$ cat config.mk
export PLATFORM = sky130hd
export DESIGN_NAME = div_ctrl
export DESIGN_NICKNAME = d
export VERILOG_FILES = /design/src/rtl/div_ctrl.sv
export SDC_FILE = /design/constraint.sdc
export NUM_CORES = 1
export LEC_CHECK = 0
export BUFFER_PORTS_ARGS = -buffer_cell sky130_fd_sc_hd__buf_2
export CAP_MARGIN = 20
export CORE_ASPECT_RATIO = 0.8
export CORE_MARGIN = 2
export CORE_UTILIZATION = 60
export DETAILED_ROUTE_END_ITERATION = 8
export HOLD_SLACK_MARGIN = 0.15
export PLACE_DENSITY = 0.85
export SETUP_SLACK_MARGIN = 0.4
export SLEW_MARGIN = 40
export SYNTH_ARGS = -nofsm -noshare
export SYNTH_HDL_FRONTEND = slang
export SYNTH_SLANG_ARGS = --single-unit
$ cat constraint.sdc
create_clock -name clk -period 7 [get_ports clk]
set_input_delay 0.7 -clock clk [delete_from_list [all_inputs] [get_ports clk]]
set_output_delay 0.7 -clock clk [all_outputs]
set_load 0.01 [all_outputs]
$ cat src/rtl/div_ctrl.sv
// Iterative radix-2 restoring divider with its start/abort sequencing FSM; result registered on entry to DONE.
// Optional feature: define DIV_EARLY_OUT_EN to finish in one cycle when |dividend| < |divisor|.
module div_ctrl #(
  parameter int DATA_WIDTH = 32,
  parameter int CNT_WIDTH  = 6
) (
  input  logic                    clk,
  input  logic                    rst,
  input  logic                    flush_i,
  input  logic                    div_start_i,
  input  logic                    div_signed_i,
  input  logic [DATA_WIDTH-1:0]   div_data1_i,
  input  logic [DATA_WIDTH-1:0]   div_data2_i,
  output logic [2*DATA_WIDTH-1:0] div_result_o,
  output logic                    div_done_o,
  output logic                    div_busy_o
);

  typedef enum logic [1:0] {IDLE, CALC, DONE} state_t;

  state_t                  state, state_nxt;
  logic [DATA_WIDTH-1:0]   rem_q, quo_q, dvsr_q;
  logic                    sign_q_q, sign_r_q;
  logic [CNT_WIDTH-1:0]    cnt;
  logic [2*DATA_WIDTH-1:0] result_q;

  logic                    s1, s2, take, div_zero, early;
  logic [DATA_WIDTH-1:0]   a_mag, b_mag;
  logic [DATA_WIDTH:0]     shifted, diff;
  logic                    ge;
  logic [DATA_WIDTH-1:0]   rem_nxt, quo_nxt, rem_fin, quo_fin;

  assign s1       = div_signed_i & div_data1_i[DATA_WIDTH-1];
  assign s2       = div_signed_i & div_data2_i[DATA_WIDTH-1];
  assign a_mag    = s1 ? -div_data1_i : div_data1_i;
  assign b_mag    = s2 ? -div_data2_i : div_data2_i;
  assign take     = div_start_i & ~flush_i;
  assign div_zero = (div_data2_i == '0);

`ifdef DIV_EARLY_OUT_EN
  assign early = (a_mag < b_mag);
`else
  assign early = 1'b0;
`endif

  // One restoring step: shift the next dividend bit into the partial remainder and try to subtract.
  assign shifted = {rem_q, quo_q[DATA_WIDTH-1]};
  assign ge      = (shifted >= {1'b0, dvsr_q});
  assign diff    = shifted - {1'b0, dvsr_q};
  assign rem_nxt = ge ? diff[DATA_WIDTH-1:0] : shifted[DATA_WIDTH-1:0];
  assign quo_nxt = {quo_q[DATA_WIDTH-2:0], ge};
  assign quo_fin = sign_q_q ? -quo_nxt : quo_nxt;
  assign rem_fin = sign_r_q ? -rem_nxt : rem_nxt;

  always_ff @(posedge clk) begin
    if (rst) state <= IDLE;
    else     state <= state_nxt;
  end

  always_comb begin
    state_nxt = state;
    case (state)
      IDLE: if (take) state_nxt = (div_zero || early) ? DONE : CALC;
      CALC: begin
        if (flush_i || !div_start_i)                   state_nxt = IDLE;
        else if (cnt == CNT_WIDTH'(DATA_WIDTH - 1))    state_nxt = DONE;
      end
      DONE:    state_nxt = IDLE;
      default: state_nxt = IDLE;
    endcase
  end

  always_ff @(posedge clk) begin
    if (rst) begin
      rem_q    <= '0;
      quo_q    <= '0;
      dvsr_q   <= '0;
      sign_q_q <= 1'b0;
      sign_r_q <= 1'b0;
      cnt      <= '0;
      result_q <= '0;
    end else begin
      case (state)
        IDLE: if (take) begin
          if (div_zero) begin
            result_q <= {div_data1_i, {DATA_WIDTH{1'b1}}};
          end else if (early) begin
            result_q <= {div_data1_i, {DATA_WIDTH{1'b0}}};
          end else begin
            rem_q    <= '0;
            quo_q    <= a_mag;
            dvsr_q   <= b_mag;
            sign_q_q <= s1 ^ s2;
            sign_r_q <= s1;
            cnt      <= '0;
          end
        end
        CALC: if (!flush_i && div_start_i) begin
          rem_q <= rem_nxt;
          quo_q <= quo_nxt;
          cnt   <= cnt + 1'b1;
          // Sign fix-up folds into the final iteration so the result is ready in DONE.
          if (state_nxt == DONE) result_q <= {rem_fin, quo_fin};
        end
        default: ;
      endcase
    end
  end

  assign div_result_o = result_q;
  assign div_done_o   = (state == DONE);
  assign div_busy_o   = (state == CALC);

endmodule
==> flow_summary.ini, run 1 <==
[clocking]
cts_max_level = 4
cts.sinks = 170
hold_buffers = 0
root_buffer = clkbuf_16
cts_buffers = 17
cts_tree = built
cts_max_path_buffers = 2
clk_pin_slew_ns = 0.07
ctsResizeCount = 0
cts_setup_buffers = 0
worst_skew_pair.late_latency_ns = 0.45

[floorplanning]
die_w_um = 163
rows = 46
core_area_um2 = 19800
initial_core_util_pct = 61.0
chipHeight_um = 131
ios = 135
fp.dieArea_um2 = 21300

[timing]
period_share_pct = 83.9
clock.fmax_mhz = 170
finalHoldViolCount = 0
tightest_slew_ns = 0.904
fin_setup_tns_ns = 0
min_period_ns = 5.87
finalMaxSlewViolations = 0
setup_viol = 0
rsz0062_at_grt = false
maxSlewHeadroom_pct = 39.5
fin_skew_ns = 0.0153

[logic_synthesis]
ys_top_cells_by_count = 264 x nor2_1, 170 x dfxtp_1, 152 x nand2_1, 114 x a21oi_1, 85 x a211oi_1
synth-seq-cells = 170
yosysTopAreaCell = dfxtp_1
yosysUniqueCellTypes = 93
ys_seq_area_share_pct = 28.2
async_flop_share_pct = 0
synth_most_common_cell = nor2_1
synth_cells = 1615
ys.warnings.count = 0
ys.flop_type = dfxtp_1
syn_avg_cell_area_um2 = 7.47
synth_area_um2 = 12100
synthTopCellsByArea = dfxtp_1 28%, nor2_1 8.2%, a211oi_1 5.3%
synth_edf_count = 0
synth_nets = 1722
synth_top_area_share_pct = 28.2

[pwr]
p_total_mw = 2.52
peakVddDrop_mv = 0.141
leakage_nw = 5.25
powerDensity_nw_per_um2 = 188

[detailed_routing]
firstDrtPassIters = 6
drc = 0
ant_nets = 0
drt_iter0_markers = 1621
via_per_inst = 6.40
drt_wl_total_um = 36000
wl_per_cell_um = 18.5
vias = 12500

[final_layout]
multi_input_area_um2 = 8030
num-fill-cells = 1707
layout.cells.non_filler = 1949
drive_above_1_share_pct = 13.7
fin_area_um2 = 13400
syn_to_final_growth_pct = 10.9
regArea_um2 = 3400
nNetsFinal = 1779
num_antenna_cells = 0

[placement]
dpl.cell_count = 1917
gp_congestion = 0.936
postPlaceCellArea_um2 = 12800
io_buffer_count = 134
hpwlAfterDp_um = 26500

[setup_path]
regToRegSetupSlack_ns = 1.13
reg2regPathDepth = 17
critPathKind = reg2reg
cp-start-kind = flop
worstPathArrival_ns = 6.24
cp-end-kind = flop
worst_ep_required_time_ns = 7.36
path_max_fanout = 44

[global_route]
grtUsageTotal_pct = 33.2
grt_pass1_wl_um = 57100
grt_pass1_vias = 11000
grt_overflow = 0
antenna_found_initial = 0
grt_max_degree = 93

[worst_hold_path]
hold_class = reg2reg
hold_path_depth = 2

[run]
cap_viol_max_count = 0

[run_status]
status = finished clean
==> routing by layer <==
| layer | global-route usage [%] | share of wire (%) |
|---|---|---|
| met1 | 48.4 | 46 |
| met2 | 51.6 | 45 |
| met3 | 4.20 | 7.7 |
| met4 | 9.68 | 1.7 |
| met5 | 0 | 0 |
==> power breakdown <==
part / switching, mW / internal, mW
registers: 0.0227 / 0.991
logic: 0.337 / 0.181
clock network: 0.451 / 0.539
total: 0.811 / 1.71
==> worst max-delay path, cell delays in order (launching register included) <==
cell and delay [ns]:
dfxtp_1 0.38, ha_1 0.55, nand4_1 0.27, nor3_1 0.37
nand4_1 0.20, o211a_2 0.23, nand2_4 0.41, mux2i_1 0.35
ha_1 0.24, inv_1 0.09, a2111oi_0 0.56, o211ai_1 0.22
o22ai_1 0.35, nand4b_1 0.26, or3_1 0.44, or2_2 0.33
or3_1 0.37, a31oi_1 0.16
==> metrics by stage <==
step           utilization (%)  setup slack [ns]  hold WS, ns
2_1_floorplan                -              1.90        0.432
3_3_place_gp              64.4              1.40        0.442
3_5_place_dp              64.5              1.37        0.454
4_1_cts                   67.5              1.32        0.463
5_1_grt                   67.6             0.730        0.478
6_report                  67.6              1.13        0.461
==> logic make-up after synthesis <==
kind of cell	after synthesis	synth area share [%]
buf+inv	169	5.64
flops	170	28.2
fa+ha+maj	38	4.00
compound gates	487	28.4
xor+xnor	130	9.43
mux	14	1.20
simple gates	607	23.1
==> layout make-up <==
class | count | area share (%)
multi-input combinational | 1276 | 60.0
sequential | 170 | 25.4
timing repair buffer | 147 | 5.93
clock buffer | 17 | 3.18
tap | 264 | 2.47
inverter | 60 | 1.68
clock inverter | 15 | 1.31
==> sequential cells by signal, summed over array words and instances, names as in the netlist <==
register and count:
sign_r_q 1, state 2, dvsr_q 32, sign_q_q 1
cnt 6, quo_q 32, div_result_o 64, rem_q 32
==> cells in the final DEF, fill, tap and decap left out, drive strengths merged, types with 24 or more instances in the layout <==
master / n
o31ai: 24
a211oi: 85
a21oi: 116
nand2: 153
a311oi: 33
nor2: 265
o21ai: 82
nor3: 34
xnor2: 60
a22oi: 30
inv: 69
nand3: 31
xor2: 70
dfxtp: 170
ha: 37
buf: 147
==> worst paths after layout <==
kind	start	end
setup / recovery	rem_q[8]	div_result_o[58]
hold / removal	dvsr_q[31]	dvsr_q[31]
setup reg to reg	rem_q[8]	div_result_o[58]
hold reg to reg	dvsr_q[31]	dvsr_q[31]
No activity file was read; power rests on OpenSTA's default activity.
==> run 2: changes to the inputs <==
Settings changed: CORE_UTILIZATION 60 to 54, PLACE_DENSITY 0.85 to 0.81.
Clock period 7 ns to 5 ns, I/O delays scaled along.
==> run 2 against run 1 <==
Effect of this change: clock skew shrank 0.0052 ns; global-route usage shrank 2.0 points; combinational power grew 51%; core utilization shrank 4.2 points; count of clock-buffer cells in the layout grew 3; power grew 42%; sequential cell count is the same; via count grew 1.5%; setup slack lost 0.60 ns; sequential power grew 41%; final area grew 3.0%; critical path type unchanged; largest cell class unchanged.
==> flow_summary.ini, run 2 (synthesized netlist as in run 1, its figures left out) <==
[run_status]
status = finished clean

[setup_path]
path_delay_family = simple AND/OR/NAND/NOR gates
path_cells = inv_1 > ha_1 > inv_1 > fa_1 > a21oi_1 > nor2_1 > o21ai_0 > buf_4 > and3b_1 > xnor2_1 > o32a_4 > nor4_4 > or3b_4 > o2111a_1 > or4_1 > o31ai_2
critPathKind = reg2reg
path_max_fanout = 5
cp-end-kind = flop
worstPathArrival_ns = 4.83
path_common_cell = inv_1
cp-start-kind = flop
slowest_stage = or4_1
cp_num_buf_inv = 3
cpPeakStageDelay_ns = 0.53
worst_ep_required_time_ns = 5.36

[floorplanning]
core_area_um2 = 21700
ios = 135
die_w_um = 171
chipHeight_um = 138
fp.dieArea_um2 = 23600
rows = 48
initial_core_util_pct = 55.5

[clocking]
cts_max_path_buffers = 2
root_buffer = clkbuf_16
cts_buffers = 17
cts_max_level = 4
cts.sinks = 170
clk_pin_slew_ns = 0.07
hold_buffers = 0
worst_skew_pair.late_latency_ns = 0.44
cts_tree = built

[global_route]
gr-usage-met2_pct = 46.8
use_met3_pct = 6.29
grt_pass1_vias = 11300
grt_pass1_wl_um = 58700
grt_max_degree = 90
top_usage_layer = met2
met1_usage_pct = 45.3
antenna_found_initial = 0
grtUsageTotal_pct = 31.2
grt_overflow = 0

[final_layout]
largest_reg_flops = 64
nNetsFinal = 1801
num_antenna_cells = 0
layout.cells.non_filler = 2006
drive_above_1_share_pct = 17.0
layout_common_cells = 264 x nor2_1, 165 x dfxtp_1, 150 x nand2_1, 133 x buf_2, 111 x a21oi_1
syn_to_final_growth_pct = 14.3
fin_area_um2 = 13800
layout_commonest_cell = nor2_1

[pwr]
leakage_nw = 5.36
peakVddDrop_mv = 0.225
p_total_mw = 3.59
powerDensity_nw_per_um2 = 260

[placement]
io_buffer_count = 134
gp_congestion = 0.967
dpl.cell_count = 1970
hpwlAfterDp_um = 27500
postPlaceCellArea_um2 = 13000

[detailed_routing]
firstDrtPassIters = 8
drt_iter0_markers = 1302
vias = 12700
drc = 0
drt_wl_total_um = 37400
via_per_inst = 6.31
wl_per_cell_um = 18.7
ant_nets = 0

[timing]
min_period_ns = 4.48
fin_setup_tns_ns = 0
clock.fmax_mhz = 223
maxSlewHeadroom_pct = 45.1
period_share_pct = 89.6
setup_viol = 0
finalHoldViolCount = 0
finalMaxSlewViolations = 0
tightest_slew_ns = 0.822
fin_skew_ns = 0.0101
rsz0062_at_grt = false

[run]
cap_viol_max_count = 0

[worst_hold_path]
hold_class = in2reg
## run 2: cell types whose count changed in the layout (fill, tap and decap cells not counted), sizes merged
cell / change
buf: +22
bufinv: +1
clkbuf: +3
clkinv: +4
clkinvlp: -1
inv: -8
## run 2: worst paths after layout
check	start	to	slack, ns	cells after the start
min	div_data2_i[0]	dvsr_q[0]	0.34	3
max	quo_q[31]	div_result_o[57]	0.52	16
max reg2reg	quo_q[31]	div_result_o[57]	0.52	16
min reg2reg	dvsr_q[23]	dvsr_q[23]	0.47	2
## run 2: worst register-to-register path, stage by stage, from the launching register on
cell and delay (ns):
dfxtp_1 0.34, inv_1 0.07, ha_1 0.19, inv_1 0.07
fa_1 0.42, a21oi_1 0.20, nor2_1 0.11, o21ai_0 0.15
buf_4 0.17, and3b_1 0.30, xnor2_1 0.20, o32a_4 0.42
nor4_4 0.34, or3b_4 0.46, o2111a_1 0.24, or4_1 0.53
o31ai_2 0.19
## run 2: area by class of cell
type	instances	area (µm²)
Timing Repair Buffer	169	968
Fill cell	1966	7950
Multi-Input combinational cell	1276	8220
Sequential cell	170	3410
Inverter	60	225
Tap cell	300	375
Clock buffer	20	447
Clock inverter	11	146
## run 2: timing repair
action | 4_1_cts | 5_1_grt
hold endpoints to repair | 0 | 0
pin swaps | 3 | 7
gates cloned | 0 | 0
resized for setup | 8 | 40
setup buffers | 3 | 2
setup endpoints to repair | 4 | 5
## run 2: report_power, final
part / switching, mW / internal, mW / total [mW]
clock network: 0.587 / 0.797 / 1.38
registers: 0.0321 / 1.39 / 1.42
logic: 0.497 / 0.285 / 0.782
## run 2: metal layers
| metal | vias to the layer above | part of all wire (%) |
|---|---|---|
| met1 | 5947 | 46 |
| li1 | 6024 | - |
| met4 | 0 | 1.9 |
| met3 | 65 | 8.6 |
| met5 | - | 0 |
| met2 | 626 | 44 |
## run 2: through the flow
step	utilization [%]	hold slack, ns	setup WS, ns
6_report	63.5	0.340	0.522
5_1_grt	63.5	0.347	0.352
4_1_cts	62.6	0.330	0.427
3_5_place_dp	59.7	0.463	0.158
3_3_place_gp	59.6	0.442	0.345
2_1_floorplan	-	0.432	0.401
